===== src/rtl/uart_rx_fifo.sv =====
// uart_rx_fifo: first-word-fall-through receive buffer placed after uart_rx.
// Optional registered almost_full flow-control hint, enabled by defining
// UART_RX_FIFO_ALMOST_FULL_EN (AF_LEVEL is only meaningful in that build).
module uart_rx_fifo #(
   parameter int DATA_WIDTH = 8,
   parameter int DEPTH      = 16,
   parameter int AF_LEVEL   = DEPTH - 2
) (
   input  logic                    clk,
   input  logic                    rst,
   input  logic [DATA_WIDTH-1:0]   in_data,
   input  logic                    in_valid,
   output logic                    in_ready,
   output logic [DATA_WIDTH-1:0]   out_data,
   output logic                    out_valid,
   input  logic                    out_ready,
   output logic [$clog2(DEPTH):0]  count
`ifdef UART_RX_FIFO_ALMOST_FULL_EN
   ,
   output logic                    almost_full
`endif
);

   localparam int AW = $clog2(DEPTH);
   localparam int PW = AW + 1;

   // Reject illegal configurations at elaboration time.
   generate
      if (DEPTH < 2 || (DEPTH & (DEPTH - 1)) != 0) begin : g_bad_depth
         $error("uart_rx_fifo: DEPTH must be a power of two >= 2");
      end
      if (AF_LEVEL < 1 || AF_LEVEL > DEPTH) begin : g_bad_af_level
         $error("uart_rx_fifo: AF_LEVEL must lie in 1..DEPTH");
      end
   endgenerate

   // Storage is deliberately not reset; the pointers define what is valid.
   logic [DATA_WIDTH-1:0] mem_q [DEPTH];

   logic [PW-1:0] wr_ptr_q, wr_ptr_d;
   logic [PW-1:0] rd_ptr_q, rd_ptr_d;
   logic [PW-1:0] count_q,  count_d;

   logic empty;
   logic full;
   logic wr_en;
   logic rd_en;

   // Pointer comparison: the extra MSB distinguishes full from empty.
   assign empty = (wr_ptr_q == rd_ptr_q);
   assign full  = (wr_ptr_q[AW-1:0] == rd_ptr_q[AW-1:0]) &&
                  (wr_ptr_q[AW] != rd_ptr_q[AW]);

   // Handshakes; both are suppressed while reset is asserted.
   assign in_ready  = !full && !rst;
   assign out_valid = !empty;
   assign wr_en     = in_valid && in_ready;
   assign rd_en     = out_valid && out_ready && !rst;

   // First-word-fall-through: the head entry is always on the output.
   assign out_data = mem_q[rd_ptr_q[AW-1:0]];
   assign count    = count_q;

   // Next-state pointers and occupancy.
   always_comb begin
      wr_ptr_d = wr_ptr_q;
      rd_ptr_d = rd_ptr_q;
      count_d  = count_q;
      if (wr_en) begin
         wr_ptr_d = wr_ptr_q + PW'(1);
      end
      if (rd_en) begin
         rd_ptr_d = rd_ptr_q + PW'(1);
      end
      unique case ({wr_en, rd_en})
         2'b10:   count_d = count_q + PW'(1);
         2'b01:   count_d = count_q - PW'(1);
         default: count_d = count_q;
      endcase
   end

   // Pointer and occupancy registers with synchronous reset.
   always_ff @(posedge clk) begin
      if (rst) begin
         wr_ptr_q <= '0;
         rd_ptr_q <= '0;
         count_q  <= '0;
      end else begin
         wr_ptr_q <= wr_ptr_d;
         rd_ptr_q <= rd_ptr_d;
         count_q  <= count_d;
      end
   end

   // Word storage write port.
   always_ff @(posedge clk) begin
      if (wr_en) begin
         mem_q[wr_ptr_q[AW-1:0]] <= in_data;
      end
   end

`ifdef UART_RX_FIFO_ALMOST_FULL_EN
   localparam logic [PW-1:0] AF_THRESH = PW'(AF_LEVEL);

   logic almost_full_q;
   logic almost_full_d;

   // Look at next-state occupancy so the flag tracks count with no lag.
   always_comb begin
      almost_full_d = (count_d >= AF_THRESH);
   end

   // Registered almost-full flag.
   always_ff @(posedge clk) begin
      if (rst) begin
         almost_full_q <= 1'b0;
      end else begin
         almost_full_q <= almost_full_d;
      end
   end

   assign almost_full = almost_full_q;
`endif

endmodule


===== config.mk =====
export PLATFORM = sky130hd
export DESIGN_NAME = uart_rx_fifo
export DESIGN_NICKNAME = d
export VERILOG_FILES = /design/src/rtl/uart_rx_fifo.sv
export SDC_FILE = /design/constraint.sdc
export NUM_CORES = 1
export LEC_CHECK = 0
export CORE_MARGIN = 5
export CORE_UTILIZATION = 50
export CTS_CLUSTER_DIAMETER = 80
export DETAILED_ROUTE_END_ITERATION = 10
export HOLD_SLACK_MARGIN = 0.05
export PLACE_DENSITY = 0.68
export SYNTH_ARGS = -nofsm -noshare
export SYNTH_HDL_FRONTEND = slang
export SYNTH_SLANG_ARGS = --single-unit

===== constraint.sdc =====
create_clock -name clk -period 3.6 [get_ports clk]
set_input_delay 0.54 -clock clk [delete_from_list [all_inputs] [get_ports clk]]
set_output_delay 0.54 -clock clk [all_outputs]
set_load 0.05 [all_outputs]

==> impl_metrics.ini, run 1 <==
[clocking]
postCtsSetupBuffers = 0
clock_latency_ns = 0.42
cts-root-buf = clkbuf_16
cts_buffer_depth = 2
path_clk_slew_ns = 0.05
cts_resized = 0
cts.sinks = 147
h-tree-depth = 4
cts_buffers = 17
hold_buffers = 0
cts_tree = built

[drt]
firstDrtPassIters = 4
vias_per_cell = 5.75
ant_nets = 0
vias = 3019
wl_per_cell_um = 22.6
routed_wl_um = 11800
drc_errors = 0
drt_iter0_markers = 279

[outcome]
outcome = finished, final reports clean

[sta]
grt_setup_unrepaired = false
slew_violations = 0
finalClockSkew_ns = 0.00910
hold_viol = 0
setup_viol = 0
hold_ws_ns = 0.527
tns_ns = 0
fin_crit_sh_pct = 95.4
worst_pin_slew_ns = 0.680
fmax_mhz = 291
relSlewSlack_pct = 54.6
finalCriticalPeriod_ns = 3.43

[yosys]
yosys.area_share.simple_pct = 6.34
synth_nets = 352
synth_top_area_cell = edfxtp_1
synth_seq_area_share_pct = 69.8
syn_inst = 333
muxShareOfSynthArea_pct = 16.1
synth_top_family_by_area = multiplexers
syn-cell-area_mm2 = 0.00606
synth.top_cell.area_share_pct = 63.5
ys_warn_count = 0
syn_area_per_cell_um2 = 18.2
synth_area_leaders = edfxtp_1 (63%), mux4_2 (15%), dfxtp_1 (6.3%)
synth_compound_area_share_pct = 2.33
synthXorXnorAreaFrac_pct = 2.02
yosys.area_share.adder_pct = 1.45
ys_ff_latch = 147
netlist-cell-type-count = 42

[die]
core-area_mm2 = 0.0120
die_w_um = 120
rows = 40
start_util_pct = 50.6
design.die.area_mm2 = 0.0144
io_pins = 27
fp.dieH_um = 120

[finish]
nFillCells = 867
drive_above_1_share_pct = 21.2
antenna_cells = 0
area.growth.synth_to_final_pct = 16.6
instances_no_fill = 525
nNetsFinal = 385

[power_and_ir_drop]
leakage_uw = 0.00232
peakVddDrop_mv = 0.312
p_per_area_mw_per_mm2 = 605

[min_path]
hold_path.class = flop to flop

[critical_path]
endpoint_kind = primary output
critPathArrivalTime_ns = 2.89
cp_max_fo = 28
critPathRequiredTime_ns = 3.06
critPathKind = flop to primary output
start_kind = flop

[global_routing]
grt_max_degree = 33
grt-ovfl-total = 0
grt_pass1_wl_um = 18700
antenna_found_initial = 0
track_usage_pct = 18.1
grt_pass1_vias = 3180

[place]
gp_congestion = 0.772
placed_cells = 494
hpwl_um = 7330
io_buffers = 26

[job]
drv_cap = 0
==> layout make-up <==
class	instances	area, µm²	area share, %
clock buffer	17	425	6.02
clock inverter	14	161	2.29
inverter	7	26.3	0.372
multi-input combinational	159	1710	24.2
sequential	147	4230	59.8
tap	147	184	2.60
timing repair buffer	34	330	4.68
==> synthesized netlist by cell type <==
library cell	instances
edfxtp_1	128
o211ai_1	3
xnor2_1	7
nand2_1	6
o31a_1	1
nand4_1	2
nor4_1	3
a211oi_1	1
and3b_1	1
nand3_1	2
and4_1	1
xor2_1	7
nand2b_1	5
nand3b_1	3
nor3b_1	3
buf_4	2
buf_6	1
nor2_1	20
dfxtp_1	19
a21o_1	1
clkbuf_2	1
a21oi_2	1
mux4_2	40
o21ai_0	3
ha_1	7
o22ai_1	2
o221ai_1	1
and3_1	15
o31ai_1	1
nor2b_1	4
mux2i_1	4
and2_1	1
buf_1	2
or3_1	1
buf_2	3
a21oi_1	5
inv_1	7
nor3_1	4
clkbuf_1	11
mux2i_4	1
mux2_1	1
a211o_1	2
==> worst paths after layout <==
check	start	end	slack, ns	cells past startpoint
worst max-delay path	flop	out_data[5]	0.17	4
worst min-delay path	wr_ptr_q[4]$_SDFFE_PP0P_	wr_ptr_q[4]$_SDFFE_PP0P_	0.53	1
worst max register to register	wr_ptr_q[2]$_SDFFE_PP0P_	count[4]$_SDFFE_PP0P_	0.53	11
worst min register to register	wr_ptr_q[4]$_SDFFE_PP0P_	wr_ptr_q[4]$_SDFFE_PP0P_	0.53	1
==> sequential cells by signal, summed over array words and instances, names as in the netlist, named ones only <==
name      count
mem_q       128
rd_ptr_q      5
count         5
wr_ptr_q      5
==> worst max-delay path, stage by stage (launching register included) <==
cell	delay, ns
dfxtp_2	0.43
buf_12	0.27
mux4_2	0.54
mux4_2	0.49
clkdlybuf4s50_1	0.73
==> through the flow <==
step	power (µW)	setup WS, ns	area (µm²)	utilization [%]
2_1_floorplan	2400	0.478	6060	-
3_3_place_gp	2560	0.587	6480	54.1
3_5_place_dp	2560	0.542	6480	54.1
4_1_cts	4310	0.101	7060	59.0
5_1_grt	4450	0.0164	7060	59.0
6_report	4270	0.167	7060	59.0
==> power by group <==
group	internal, µW	total [µW]	switching (µW)	leakage (µW)
clock	1080	1750	668	0.000282
sequential	1880	1920	39.3	0.00131
combinational	272	600	329	0.000728
==> per-layer routing <==
metal | part of all wire [%] | GRT usage (%) | up-vias | wire length (µm)
li1 | - | - | 1399 | -
met1 | 39 | 23.4 | 1513 | 4640
met4 | 1.3 | 6.44 | 0 | 157
met2 | 52 | 28.8 | 96 | 6170
met5 | 0 | 0 | - | 0
met3 | 7.4 | 6.03 | 11 | 878
==> kinds of logic after synthesis <==
family          Yosys count
simple gates             71
compound gates           21
mux                      46
fa+ha+maj                 7
buf+inv                  27
flops                   147
xor+xnor                 14
==> cells in the final DEF, fill, tap and decap left out, drive strengths merged, types with 4 or more instances in the layout <==
cell	netlist	final
clkdlybuf4s50	0	25
nand2b	5	5
buf	8	9
clkinv	0	6
and3	15	15
ha	7	7
nor2	20	20
a21oi	6	6
nor3	4	4
clkbuf	12	17
mux2i	5	5
nand2	6	6
xor2	7	7
nor2b	4	4
xnor2	7	7
inv	7	10
dfxtp	19	19
edfxtp	128	128
mux4	40	40
(Power assumes the default switching activity.)
==> run 2: changes to the inputs <==
- CTS_CLUSTER_SIZE: default -> 12
==> results of run 2 <==
Final layout, timing and power as in run 1 (identical DEF).
